**src/rtl/player_controller_if.sv**
```systemverilog
// Bundles the button inputs, rectangle block flags and player outputs that
// pass between the player controller and the rest of the game.
interface player_controller_if #(
  parameter int N_RECT = 4
);
  logic [3:0]        btns;
  logic              btnC;
  logic [N_RECT-1:0] upEnable;
  logic [N_RECT-1:0] downEnable;
  logic [N_RECT-1:0] leftEnable;
  logic [N_RECT-1:0] rightEnable;
  logic [9:0]        player_hPos;
  logic [9:0]        player_vPos;
  logic [3:0]        player_color;
  logic              moved;
  logic [1:0]        state_o;

  modport master (
    output btns, btnC, upEnable, downEnable, leftEnable, rightEnable,
    input  player_hPos, player_vPos, player_color, moved, state_o
  );

  modport slave (
    input  btns, btnC, upEnable, downEnable, leftEnable, rightEnable,
    output player_hPos, player_vPos, player_color, moved, state_o
  );
endinterface

```
**src/rtl/player_controller.sv**
```systemverilog
// Player sprite position/colour owner: turns held direction buttons into
// single steps plus auto-repeat, honouring rectangle block flags and screen edges.
module player_controller #(
  parameter int N_RECT       = 4,
  parameter int pWidth       = 12,
  parameter int pHeight      = 12,
  parameter int H_MAX        = 640,
  parameter int V_MAX        = 480,
  parameter int H_INIT       = 314,
  parameter int V_INIT       = 234,
  parameter int REPEAT_DELAY = 8,
  parameter int REPEAT_RATE  = 2,
  parameter int NUM_COLORS   = 4
) (
  input logic btnClk,
  input logic rst,
  player_controller_if.slave bus
);

  localparam int CNT_MAX = (REPEAT_DELAY > REPEAT_RATE) ? REPEAT_DELAY : REPEAT_RATE;
  localparam int CW      = ($clog2(CNT_MAX) > 0) ? $clog2(CNT_MAX) : 1;
  localparam logic [CW-1:0] DELAY_LOAD = CW'(REPEAT_DELAY - 1);
  localparam logic [CW-1:0] RATE_LOAD  = CW'(REPEAT_RATE - 1);

  typedef enum logic [1:0] {
    IDLE   = 2'd0,
    DELAY  = 2'd1,
    REPEAT = 2'd2,
    LOCK   = 2'd3
  } stateT;

  stateT       state;
  logic [CW-1:0] cnt;
  logic [3:0]  dir;
  logic [9:0]  hPos;
  logic [9:0]  vPos;
  logic [3:0]  color;
  logic        moved;
  logic        btnCPrev;

  logic [N_RECT-1:0] upFlags, downFlags, leftFlags, rightFlags;
  logic [3:0]  btns;
  logic        blkU, blkD, blkL, blkR;
  logic        oneHot, lockReq, stepNow, canMove;
  logic [9:0]  nextH, nextV;

  assign btns       = bus.btns;
  assign upFlags    = bus.upEnable;
  assign downFlags  = bus.downEnable;
  assign leftFlags  = bus.leftEnable;
  assign rightFlags = bus.rightEnable;
  assign blkU = |upFlags;
  assign blkD = |downFlags;
  assign blkL = |leftFlags;
  assign blkR = |rightFlags;

  assign oneHot  = (btns == 4'b1000) || (btns == 4'b0100) ||
                   (btns == 4'b0010) || (btns == 4'b0001);
  assign lockReq = (btns != 4'b0000) && !oneHot;

  // Candidate one-pixel move; edge limits are evaluated in 11 bits so the sum never wraps.
  always_comb begin
    canMove = 1'b0;
    nextH   = hPos;
    nextV   = vPos;
    case (btns)
      4'b1000: if (vPos != 10'd0 && !blkU) begin
        canMove = 1'b1;
        nextV   = vPos - 10'd1;
      end
      4'b0100: if ((({1'b0, vPos}) + 11'(pHeight)) < 11'(V_MAX) && !blkD) begin
        canMove = 1'b1;
        nextV   = vPos + 10'd1;
      end
      4'b0010: if ((({1'b0, hPos}) + 11'(pWidth)) < 11'(H_MAX) && !blkR) begin
        canMove = 1'b1;
        nextH   = hPos + 10'd1;
      end
      4'b0001: if (hPos != 10'd0 && !blkL) begin
        canMove = 1'b1;
        nextH   = hPos - 10'd1;
      end
      default: canMove = 1'b0;
    endcase
  end

  // A step slot only opens while the same direction is still held.
  always_comb begin
    stepNow = 1'b0;
    if (!lockReq) begin
      case (state)
        IDLE:          stepNow = oneHot;
        DELAY, REPEAT: stepNow = (btns == dir) && (cnt == '0);
        default:       stepNow = 1'b0;
      endcase
    end
  end

  always_ff @(posedge btnClk) begin
    if (rst) begin
      state    <= IDLE;
      cnt      <= '0;
      dir      <= 4'b0000;
      hPos     <= 10'(H_INIT);
      vPos     <= 10'(V_INIT);
      color    <= 4'd0;
      moved    <= 1'b0;
      btnCPrev <= 1'b0;
    end else begin
      moved    <= 1'b0;
      btnCPrev <= bus.btnC;
      if (bus.btnC && !btnCPrev) begin
        color <= (color == 4'(NUM_COLORS - 1)) ? 4'd0 : color + 4'd1;
      end
      if (stepNow && canMove) begin
        hPos  <= nextH;
        vPos  <= nextV;
        moved <= 1'b1;
      end
      if (lockReq) begin
        state <= LOCK;
      end else begin
        case (state)
          IDLE: if (oneHot) begin
            dir   <= btns;
            cnt   <= DELAY_LOAD;
            state <= DELAY;
          end
          DELAY: if (btns != dir) begin
            state <= IDLE;
          end else if (cnt == '0) begin
            cnt   <= RATE_LOAD;
            state <= REPEAT;
          end else begin
            cnt <= cnt - 1'b1;
          end
          REPEAT: if (btns != dir) begin
            state <= IDLE;
          end else if (cnt == '0) begin
            cnt <= RATE_LOAD;
          end else begin
            cnt <= cnt - 1'b1;
          end
          LOCK: if (btns == 4'b0000) state <= IDLE;
          default: state <= IDLE;
        endcase
      end
    end
  end

  assign bus.player_hPos  = hPos;
  assign bus.player_vPos  = vPos;
  assign bus.player_color = color;
  assign bus.moved        = moved;
  assign bus.state_o      = state;

endmodule

```
**src/flat_wrapper.sv**
```systemverilog
// flat-port wrapper written by rule: the top's interface ports become plain ports
module player_controller_flat 
#(
  parameter int N_RECT       = 4,
  parameter int pWidth       = 12,
  parameter int pHeight      = 12,
  parameter int H_MAX        = 640,
  parameter int V_MAX        = 480,
  parameter int H_INIT       = 314,
  parameter int V_INIT       = 234,
  parameter int REPEAT_DELAY = 8,
  parameter int REPEAT_RATE  = 2,
  parameter int NUM_COLORS   = 4
)
  (btnClk, rst, bus_btns, bus_btnC, bus_upEnable, bus_downEnable, bus_leftEnable, bus_rightEnable, bus_player_hPos, bus_player_vPos, bus_player_color, bus_moved, bus_state_o);
  player_controller_if #(.N_RECT(N_RECT)) bus_i ();
  input logic btnClk;
  input logic rst;
  input wire logic [$bits(bus_i.btns)-1:0] bus_btns;
  input wire logic [$bits(bus_i.btnC)-1:0] bus_btnC;
  input wire logic [$bits(bus_i.upEnable)-1:0] bus_upEnable;
  input wire logic [$bits(bus_i.downEnable)-1:0] bus_downEnable;
  input wire logic [$bits(bus_i.leftEnable)-1:0] bus_leftEnable;
  input wire logic [$bits(bus_i.rightEnable)-1:0] bus_rightEnable;
  output wire logic [$bits(bus_i.player_hPos)-1:0] bus_player_hPos;
  output wire logic [$bits(bus_i.player_vPos)-1:0] bus_player_vPos;
  output wire logic [$bits(bus_i.player_color)-1:0] bus_player_color;
  output wire logic [$bits(bus_i.moved)-1:0] bus_moved;
  output wire logic [$bits(bus_i.state_o)-1:0] bus_state_o;
  assign bus_i.btns = bus_btns;
  assign bus_i.btnC = bus_btnC;
  assign bus_i.upEnable = bus_upEnable;
  assign bus_i.downEnable = bus_downEnable;
  assign bus_i.leftEnable = bus_leftEnable;
  assign bus_i.rightEnable = bus_rightEnable;
  assign bus_player_hPos = bus_i.player_hPos;
  assign bus_player_vPos = bus_i.player_vPos;
  assign bus_player_color = bus_i.player_color;
  assign bus_moved = bus_i.moved;
  assign bus_state_o = bus_i.state_o;
  player_controller #(.N_RECT(N_RECT), .pWidth(pWidth), .pHeight(pHeight), .H_MAX(H_MAX), .V_MAX(V_MAX), .H_INIT(H_INIT), .V_INIT(V_INIT), .REPEAT_DELAY(REPEAT_DELAY), .REPEAT_RATE(REPEAT_RATE), .NUM_COLORS(NUM_COLORS)) u_core (.btnClk(btnClk), .rst(rst), .bus(bus_i));
endmodule
```
**config.mk**
```make
export PLATFORM = sky130hd
export DESIGN_NAME = player_controller_flat
export DESIGN_NICKNAME = d
export VERILOG_FILES = /design/src/rtl/player_controller_if.sv /design/src/rtl/player_controller.sv /design/src/flat_wrapper.sv
export SDC_FILE = /design/constraint.sdc
export NUM_CORES = 1
export LEC_CHECK = 0
export ABC_AREA = 1
export BUFFER_PORTS_ARGS = -buffer_cell sky130_fd_sc_hd__buf_4
export CELL_PAD_IN_SITES_DETAIL_PLACEMENT = 0
export CELL_PAD_IN_SITES_GLOBAL_PLACEMENT = 1
export CORE_ASPECT_RATIO = 1.25
export CORE_MARGIN = 8
export CORE_UTILIZATION = 28
export DETAILED_ROUTE_END_ITERATION = 7
export GPL_ROUTABILITY_DRIVEN = 1
export PLACE_DENSITY = 0.72
export RECOVER_POWER = 25
export SETUP_SLACK_MARGIN = 0.3
export SYNTH_ARGS = -nofsm -noshare
export SYNTH_HDL_FRONTEND = slang
export SYNTH_SLANG_ARGS = --single-unit
```
**constraint.sdc**
```tcl
create_clock -name btnClk -period 3 [get_ports btnClk]
set_input_delay 0.3 -clock btnClk [delete_from_list [all_inputs] [get_ports btnClk]]
set_output_delay 0.3 -clock btnClk [all_outputs]
set_load 0.03 [all_outputs]
```
==> flow_results.org, run 1 <==
** Timing
- Max-Slew Margin vs Limit :: 0.490
- Aggregate negative setup slack :: 0 ns
- The number of pins exceeding their max-slew limit in the final report is 0.
- Clock tree skew after final layout :: 0.00532 ns
- Final count of hold timing violations :: 0
- Setup violations remaining at the end of the flow were counted as 0.
- After layout, the minimum clock period comes to 2.06 ns.
- Slew at the pin closest to its max-slew limit :: 0.766 ns
- Unrepaired setup endpoints after global routing :: no
- Of the available clock period, the critical path in the final layout requires 0.685.
- Timing would allow up to 486 MHz.

** CTS
- Post-cts sizing count :: 0
- Clock tree buffer depth :: 2
- TritonCTS created 5 clock buffers.
- The H-tree was split into 2 levels.
- Clock tree from TritonCTS :: built
- The clock reaches the later pin of the worst-skew pair after 0.28 ns.
- Hold repair after CTS inserted 0 buffers.
- Number of sinks on the clock net :: 35
- The number of setup buffers added after CTS is 0.
- Cell at the root of the clock tree :: clkbuf_16
- Clock transition at the register clock pins on the worst setup and hold paths after CTS :: 0.06 ns

** Setup path
- Across all register-to-register paths, the minimum setup slack is 0.99 ns.
- Data required time of the worst path :: 3.14 ns
- The worst setup path is launched from an input port.
- At the worst endpoint, the arrival time is 2.20 ns.
- For this design, the slowest cell found on the critical path is ha_1.
- Number of buffers and inverters on the critical path :: 2
- The kind of cell with the highest combined delay along the critical path is simple AND/OR/NAND/NOR gates.
- Worst reg2reg endpoint :: u_core.bus.player_hPos[1]
- Number of cells on the worst reg-to-reg path :: 12
- CP Max Fanout :: 9
- In this run the critical register-to-register path is launched from u_core.bus.state_o[0].
- STA classifies the critical path endpoint as a flip-flop.
- Worst setup path category :: in -> reg
- For this run, the slowest stage of the critical path takes 0.35 ns.
- Traced cell by cell, the critical path runs through buf_4 > nor2_4 > nand3_2 > inv_1 > ha_1 > a21o_1 > a21boi_0 > nand3_1 > nand2_1 > nand2_1 > nand3_1 > a21oi_2.

** Logic synthesis
- The share of the Yosys chip area taken by registers is 0.248.
- Synthesis produced a netlist with a net count of 489.
- Average cell area after synthesis :: 6.44 um^2
- The cell count after synthesis came out at 439.
- Summing every instance area after synthesis gives 2830 um^2.
- Counting distinct cell types in the post-synthesis netlist gives 34.
- Yosys printed 0 warnings.
- Register bit total from synthesis :: 35

** Flow run
- Max-cap violations in this run came to 0.

** Finish
- In the final layout, the multi-input gates occupy 1820 um^2.
- For this run, the post-layout net count is 540.
- Relative to the synthesized area, the layout overhead comes to 22.4%.
- Counting the fill cells in the layout gives 1,127.
- Most common library cell in the layout ignoring fill and taps :: nand2_1
- In the final layout, the share of cells above drive strength 1 is 0.134.
- The top cell types in the final layout, fill and taps aside, are nand2_1, inv_1, nor2_1.
- The repair_antennas step left the layout with diodes totalling 0.
- Sequential standard cell area :: 701 um^2

** Global route
- Vias in the first global route :: 2,778
- First-pass GRT wire length :: 12.9 mm
- Global routing usage summed across all routing layers :: 0.116
- Initial antenna violation count :: 0
- Global route total overflow :: 0
- Entering global routing, the biggest net connects 24 pins.

** Pwr
- VDD sags by at most 301 uV.
- Cell leakage power :: 1.72 nW
- Total power :: 1.38 mW
- In this run the power density over the cells is 399 nW/um^2.

** Floorplan
- DIE AREA :: 13,600 um^2
- Placeable Area :: 9950 um^2
- Starting density of the core :: 0.284
- The floorplan has 41 rows.
- Die Height :: 128 um
- Total I/O pin count :: 50
- Die width :: 106 um

** Worst hold path
- Worst hold path endpoint :: u_core.btnCPrev
- In this run the worst hold path is classified as in -> reg.
- The worst hold path was traced through 3 stages.
- Critical hold path startpoint :: bus_btnC

** Placement
- Count of buffers from port buffering :: 49
- The congestion estimate from routability-driven global placement came to 0.818.
- Detailed placer's ending HPWL :: 6.09 mm

** Routing
- The final layout contains routed wiring with a total length of 7.60 mm.
- In the routed layout, each cell is associated on average with a via count of 4.48.
- Wire length per cell after detailed routing :: 12.3 um
- The pre-antenna-repair detailed-routing pass consisted of 4 iterations.
- Number of remaining DRC errors :: 0
- Number of design-rule violations left by the first detailed-router iteration :: 80
- Antenna violation net count after detailed routing :: 0
- Via total after detailed routing :: 2,779

** Run status
- Run status :: finished clean
==> worst min-delay path, cell delays in order <==
cell,delay [ns]
buf_4,0.08
inv_1,0.04
nor2_1,0.07
==> cell usage after synthesis <==
cell | instances | area, um^2
nor2_1 | 53 | 199
fa_1 | 2 | 40.0
dfxtp_1 | 35 | 701
nor2_4 | 2 | 22.5
nor3_1 | 2 | 10.0
ha_1 | 25 | 313
a21oi_2 | 3 | 26.3
xnor2_1 | 2 | 17.5
xor2_1 | 12 | 105
a21o_1 | 1 | 7.51
a211oi_1 | 1 | 7.51
nand3_4 | 2 | 35.0
nand4_1 | 14 | 87.6
buf_6 | 2 | 22.5
o211ai_1 | 1 | 7.51
clkinv_4 | 1 | 8.76
o21ai_1 | 3 | 15.0
a21boi_0 | 2 | 15.0
nand3_1 | 32 | 160
buf_2 | 1 | 5.00
nand2_1 | 115 | 432
a21oi_1 | 26 | 130
inv_1 | 66 | 248
nor2_2 | 3 | 18.8
clkbuf_1 | 1 | 3.75
nand4_2 | 1 | 12.5
nand3b_1 | 1 | 7.51
inv_2 | 4 | 15.0
o21ai_0 | 15 | 75.1
o2111ai_1 | 1 | 8.76
buf_1 | 1 | 3.75
o21bai_1 | 2 | 15.0
nand3_2 | 2 | 20.0
nand2_2 | 5 | 31.3
==> area by class of cell <==
cell class,count,share of cell area
Multi-Input combinational cell,328,0.526
Timing Repair Buffer,49,0.0922
Inverter,71,0.0785
Clock inverter,2,0.0174
Clock buffer,6,0.0372
Sequential cell,35,0.202
Tap cell,129,0.0466
==> routing by layer <==
layer,vias up,global-route usage,share of wire
li1,1504,-,-
met1,1233,0.130,0.44
met2,34,0.207,0.51
met3,8,0.0275,0.031
met4,0,0.0415,0.016
met5,-,0,0
==> registers in the layout, indices dropped and copies added (netlist names) <==
register / count
u_core.dir: 4
u_core.bus.player_hPos: 10
u_core.bus.state_o: 2
u_core.btnCPrev: 1
u_core.bus.player_vPos: 10
u_core.cnt: 3
u_core.bus.player_color: 4
u_core.bus.moved: 1
==> report_power, final <==
| part | switching (mW) | internal [mW] |
|---|---|---|
| logic | 0.129 | 0.0782 |
| registers | 0.0119 | 0.478 |
| clock network | 0.208 | 0.477 |
==> kinds of logic after synthesis <==
logic type | after synthesis | synth area share
AOI/OAI and AO/OA | 55 | 0.109
buffers and inverters | 76 | 0.108
and+or+nand+nor | 232 | 0.367
xor gates and xnor gates | 14 | 0.0434
adders and majority gates | 27 | 0.125
DFF | 35 | 0.248
==> worst max-delay path by stage <==
| stage | slack, ns | end | from | depth (start not counted) |
|---|---|---|---|---|
| 2_1_floorplan | 1.08 | u_core.bus.player_vPos[6] | u_core.bus.state_o[0] | 12 |
| 3_3_place_gp | 0.69 | u_core.bus.player_vPos[9] | bus_btns[0] | 12 |
| 3_5_place_dp | 0.67 | u_core.bus.player_hPos[9] | bus_btns[2] | 12 |
| 4_1_cts | 0.95 | u_core.bus.player_hPos[3] | u_core.bus.state_o[0] | 12 |
| 5_1_grt | 0.77 | u_core.bus.player_hPos[3] | u_core.bus.state_o[0] | 12 |
| 6_report | 0.94 | u_core.bus.player_hPos[9] | bus_btns[2] | 12 |
==> per-stage QoR <==
step	instance area [um^2]	util	hold WS, ns	instances	setup slack, ns
global route	3460	0.348	0.245	620	0.773
global placement	3320	0.334	0.462	612	0.692
finish	3460	0.348	0.234	620	0.944
CTS	3510	0.353	0.232	620	0.955
detailed placement	3320	0.334	0.485	612	0.666
floorplan	2830	-	0.379	439	1.08
Power figures use the tool's default switching activity.
==> inputs of run 2 (changes only) <==
--- a/config.mk
+++ b/config.mk
@@ -14,7 +14,7 @@
 export CORE_UTILIZATION = 28
 export DETAILED_ROUTE_END_ITERATION = 7
 export GPL_ROUTABILITY_DRIVEN = 1
-export PLACE_DENSITY = 0.72
+export PLACE_DENSITY = 0.75
 export RECOVER_POWER = 25
 export SETUP_SLACK_MARGIN = 0.3
 export SYNTH_ARGS = -nofsm -noshare
==> constraint.sdc (replaced) <==
create_clock -name btnClk -period 1.7 [get_ports btnClk]
set_input_delay 0.17 -clock btnClk [delete_from_list [all_inputs] [get_ports btnClk]]
set_output_delay 0.17 -clock btnClk [all_outputs]
set_load 0.03 [all_outputs]
==> run 2 against run 1 <==
Clock skew barely moved. Setup slack lost 0.86 ns. Wire length is 15% higher. Die area unchanged. Non-clock buffer count increased by 80. Global-route usage up 1.6 points. Sequential share of layout area fell by 4.6 points. Cell area up 36%. Sequential power increased by 76%. Combinational power grew to 2.9 times the previous value. Critical path depth down 3. Via count rose by 15%. Largest cell class unchanged. Largest power group unchanged. Highest routed layer unchanged.
==> flow_results.org, run 2 (synthesis results as in run 1) <==
** Run status
- Run status :: finished clean

** Setup path
- CP Max Fanout :: 8 (-1)
- The signal on the critical path passes through buf_4 > ha_1 > nor2_2 > nand2_4 > clkinv_4 > nand3_4 > buf_6 > a21oi_2 > nand2_1.
- The worst setup path is launched from a flip-flop.
- Among all stages on the critical path, the largest delay is contributed by dfxtp_4.
- Cell family with most CP delay :: simple AND/OR/NAND/NOR gates
- The critical path's largest stage delay came to 0.35 ns (about the same).
- The required arrival time at the worst endpoint came to 1.88 ns (-1.26 ns).
- STA classifies the critical path endpoint as a flip-flop.
- The arrival time reported for the critical path endpoint is 1.80 ns (-0.40 ns).
- The count of buffer and inverter cells on the critical path came to 3 (+1).
- By startpoint and endpoint, the worst setup path is classified as reg -> reg.

** Pwr
- Internal power component :: 1.66 mW (+61%)
- Total power :: 2.40 mW (+73%)
- The part of the power in combinational logic came to 0.251 (+0.101).
- Sw Pwr :: 734 uW (+110%)
- Portion of total power attributed to the clock network :: 0.390 (-0.106)
- The largest vdd supply drop was 331 uV (+9.8%).
- The register share of total power came to 0.360 (+0.005).
- The static leakage power is 2.20 nW (+28%).
- Switch share :: 0.306 (+0.0537)
- Power Dens Cells :: 510 nW/um^2 (+28%)

** Global route
- The global-route wire length before repair came to 14.7 mm (+14%).
- Global routing usage summed across all routing layers :: 0.132 (+0.0159)
- Global route total overflow :: 0 (unchanged)
- Maximum number of pins on one net before global-route repair :: 14 (-42%)
- The via count of the first global-routing pass came to 3,260 (+17%).
- Initial antenna violation count :: 0 (unchanged)

** CTS
- In this run the clock root is driven by a clkbuf_16.
- The clock buffer count from CTS came to 5 (unchanged).
- Number of sinks on the clock net :: 35 (unchanged)
- Number of levels the H-tree was split into :: 2 (unchanged)
- CTS hold repair buffers :: 0 (unchanged)
- Clock transition at the register clock pins on the worst setup and hold paths after CTS :: 0.06 ns (about the same)
- Clock tree buffer depth :: 2 (unchanged)
- Clock tree from TritonCTS :: built
- The clock latency on the worst-skew pair was 0.29 ns (about the same).

** Floorplan
- The height of the chip came to 128 um (unchanged).
- Starting density of the core :: 0.284 (unchanged)
- Placement Rows :: 41 (unchanged)
- Die width :: 106 um (unchanged)
- The core outline area came to 9950 um^2 (unchanged).
- Total I/O pin count :: 50 (unchanged)
- DIE AREA :: 13,600 um^2 (unchanged)

** Finish
- The diode insertion count for antenna repair came to 0 (unchanged).
- Compared with the post-synthesis result, the final layout area differs by 66.4%.
- The multi-input logic area is 2360 um^2 (+30%).
- Top library cells by usage in the layout, fill and taps aside :: buf_4, nand2_1, inv_1
- Final #Nets :: 620 (+15%)
- Core occupancy in the finished layout :: 0.473 (+0.125)
- Most common library cell in the layout ignoring fill and taps :: buf_4
- The fraction of final layout cells with drive strength greater than 1 was 0.473 (+0.338).
- The number of inserted filler cells in the final layout was 997 (-12%).
- The total area of sequential cells came to 734 um^2 (+4.8%).

** Placement
- The estimated wirelength of the detail-placed design is 6.72 mm (+10%).
- The placer congestion estimate came to 0.837 (+2.4%).
- Post-place setup slack :: -0.216 ns (-0.882 ns)
- Count of buffers from port buffering :: 49 (unchanged)

** Timing
- Of the available clock period, the critical path in the final layout requires 0.949.
- For this run, the top clock speed supported by timing is 620 MHz.
- The transition time of the tightest slew-check pin was 0.395 ns (-0.371 ns).
- Unrepaired setup endpoints after global routing :: yes
- The tightest slew margin relative to the limit came to 0.738 (+0.248).
- Clock tree skew after final layout :: 0.00507 ns (-0.000246 ns)
- The minimum hold slack is 0.0937 ns (-0.141 ns).
- Final setup violating endpoints :: 0 (unchanged)
- The smallest clock period supported by the final layout is computed as 1.61 ns.
- Max Transition Viols Final :: 0 (unchanged)
- Final count of hold timing violations :: 0 (unchanged)
- The worst-case setup margin in the final layout is 0.0869 ns (-0.857 ns).

** Routing
- Via total after detailed routing :: 3,183 (+15%)
- Wire length per cell after detailed routing :: 12.5 um (+2.1%)
- The count of antenna-violating nets left after detailed routing is 0 (unchanged).
- The total iterations of the first detailed-routing run came to 4 (unchanged).
- Total wire length :: 8.76 mm (+15%)
- The initial detailed-routing violation count was 90 (+13%).
- The per-cell via count in the routed design was 4.55 (+1.4%).
- Number of remaining DRC errors :: 0 (unchanged)

** Flow run
- Max-cap violations :: 0 (unchanged)

** Worst hold path
- In this run the worst hold path is classified as in -> reg.
-- run 2: tightest hold or removal path, delay by kind of cell --
family,cells,cell delay [ns]
buffers and inverters,2,0.12
and+or+nand+nor,1,0.07
-- run 2: cell type report --
| cell class | count | area share |
|---|---|---|
| repair buffers | 129 | 0.216 |
| inverters | 71 | 0.0604 |
| multi-input cells | 328 | 0.503 |
| clock inverters | 3 | 0.00399 |
| flip-flops and latches | 35 | 0.156 |
| well taps | 129 | 0.0343 |
| clock buffers | 5 | 0.0266 |
-- run 2: stage by stage --
step                instances  setup TNS [ns]  cell area [um^2]
CTS                       693               0              4380
detailed placement        670           -2.43              3940
finish                    700               0              4700
floorplan                 439               0              2990
global route              700         -0.0404              4700
global placement          670           -1.45              3940
-- run 2: layer usage --
layer | share of wire | GRT usage | vias to the layer above
met5 | 0 | 0 | -
met4 | 0.016 | 0.0523 | 0
met3 | 0.044 | 0.0295 | 9
met2 | 0.53 | 0.243 | 43
met1 | 0.41 | 0.141 | 1466
li1 | - | - | 1665
-- run 2: path summary, 6_finish.rpt --
| path | startpoint | to | slack [ns] | cells past startpoint |
|---|---|---|---|---|
| max | u_core.bus.state_o[0] | u_core.bus.player_vPos[6] | 0.09 | 9 |
| min | bus_btnC | u_core.btnCPrev | 0.09 | 3 |
| max reg2reg | u_core.bus.state_o[0] | u_core.bus.player_vPos[6] | 0.09 | 9 |
| min reg2reg | u_core.cnt[1] | u_core.cnt[1] | 0.48 | 2 |
-- run 2: timing repair --
action | CTS | global route
endpoints found under the hold margin | 0 | 0
endpoints found under the setup margin | 26 | 28
gates resized for setup | 48 | 80
pin swaps | 23 | 29
setup buffers | 15 | 7
-- run 2: power groups by stage --
stage	Clock (mW)	Sequential (mW)	Combinational (mW)
global route	0.999	0.866	0.663
finish	0.935	0.862	0.601
CTS	0.959	0.859	0.523
global placement	0	0.875	0.474
floorplan	0	0.896	0.258
detailed placement	0	0.876	0.482
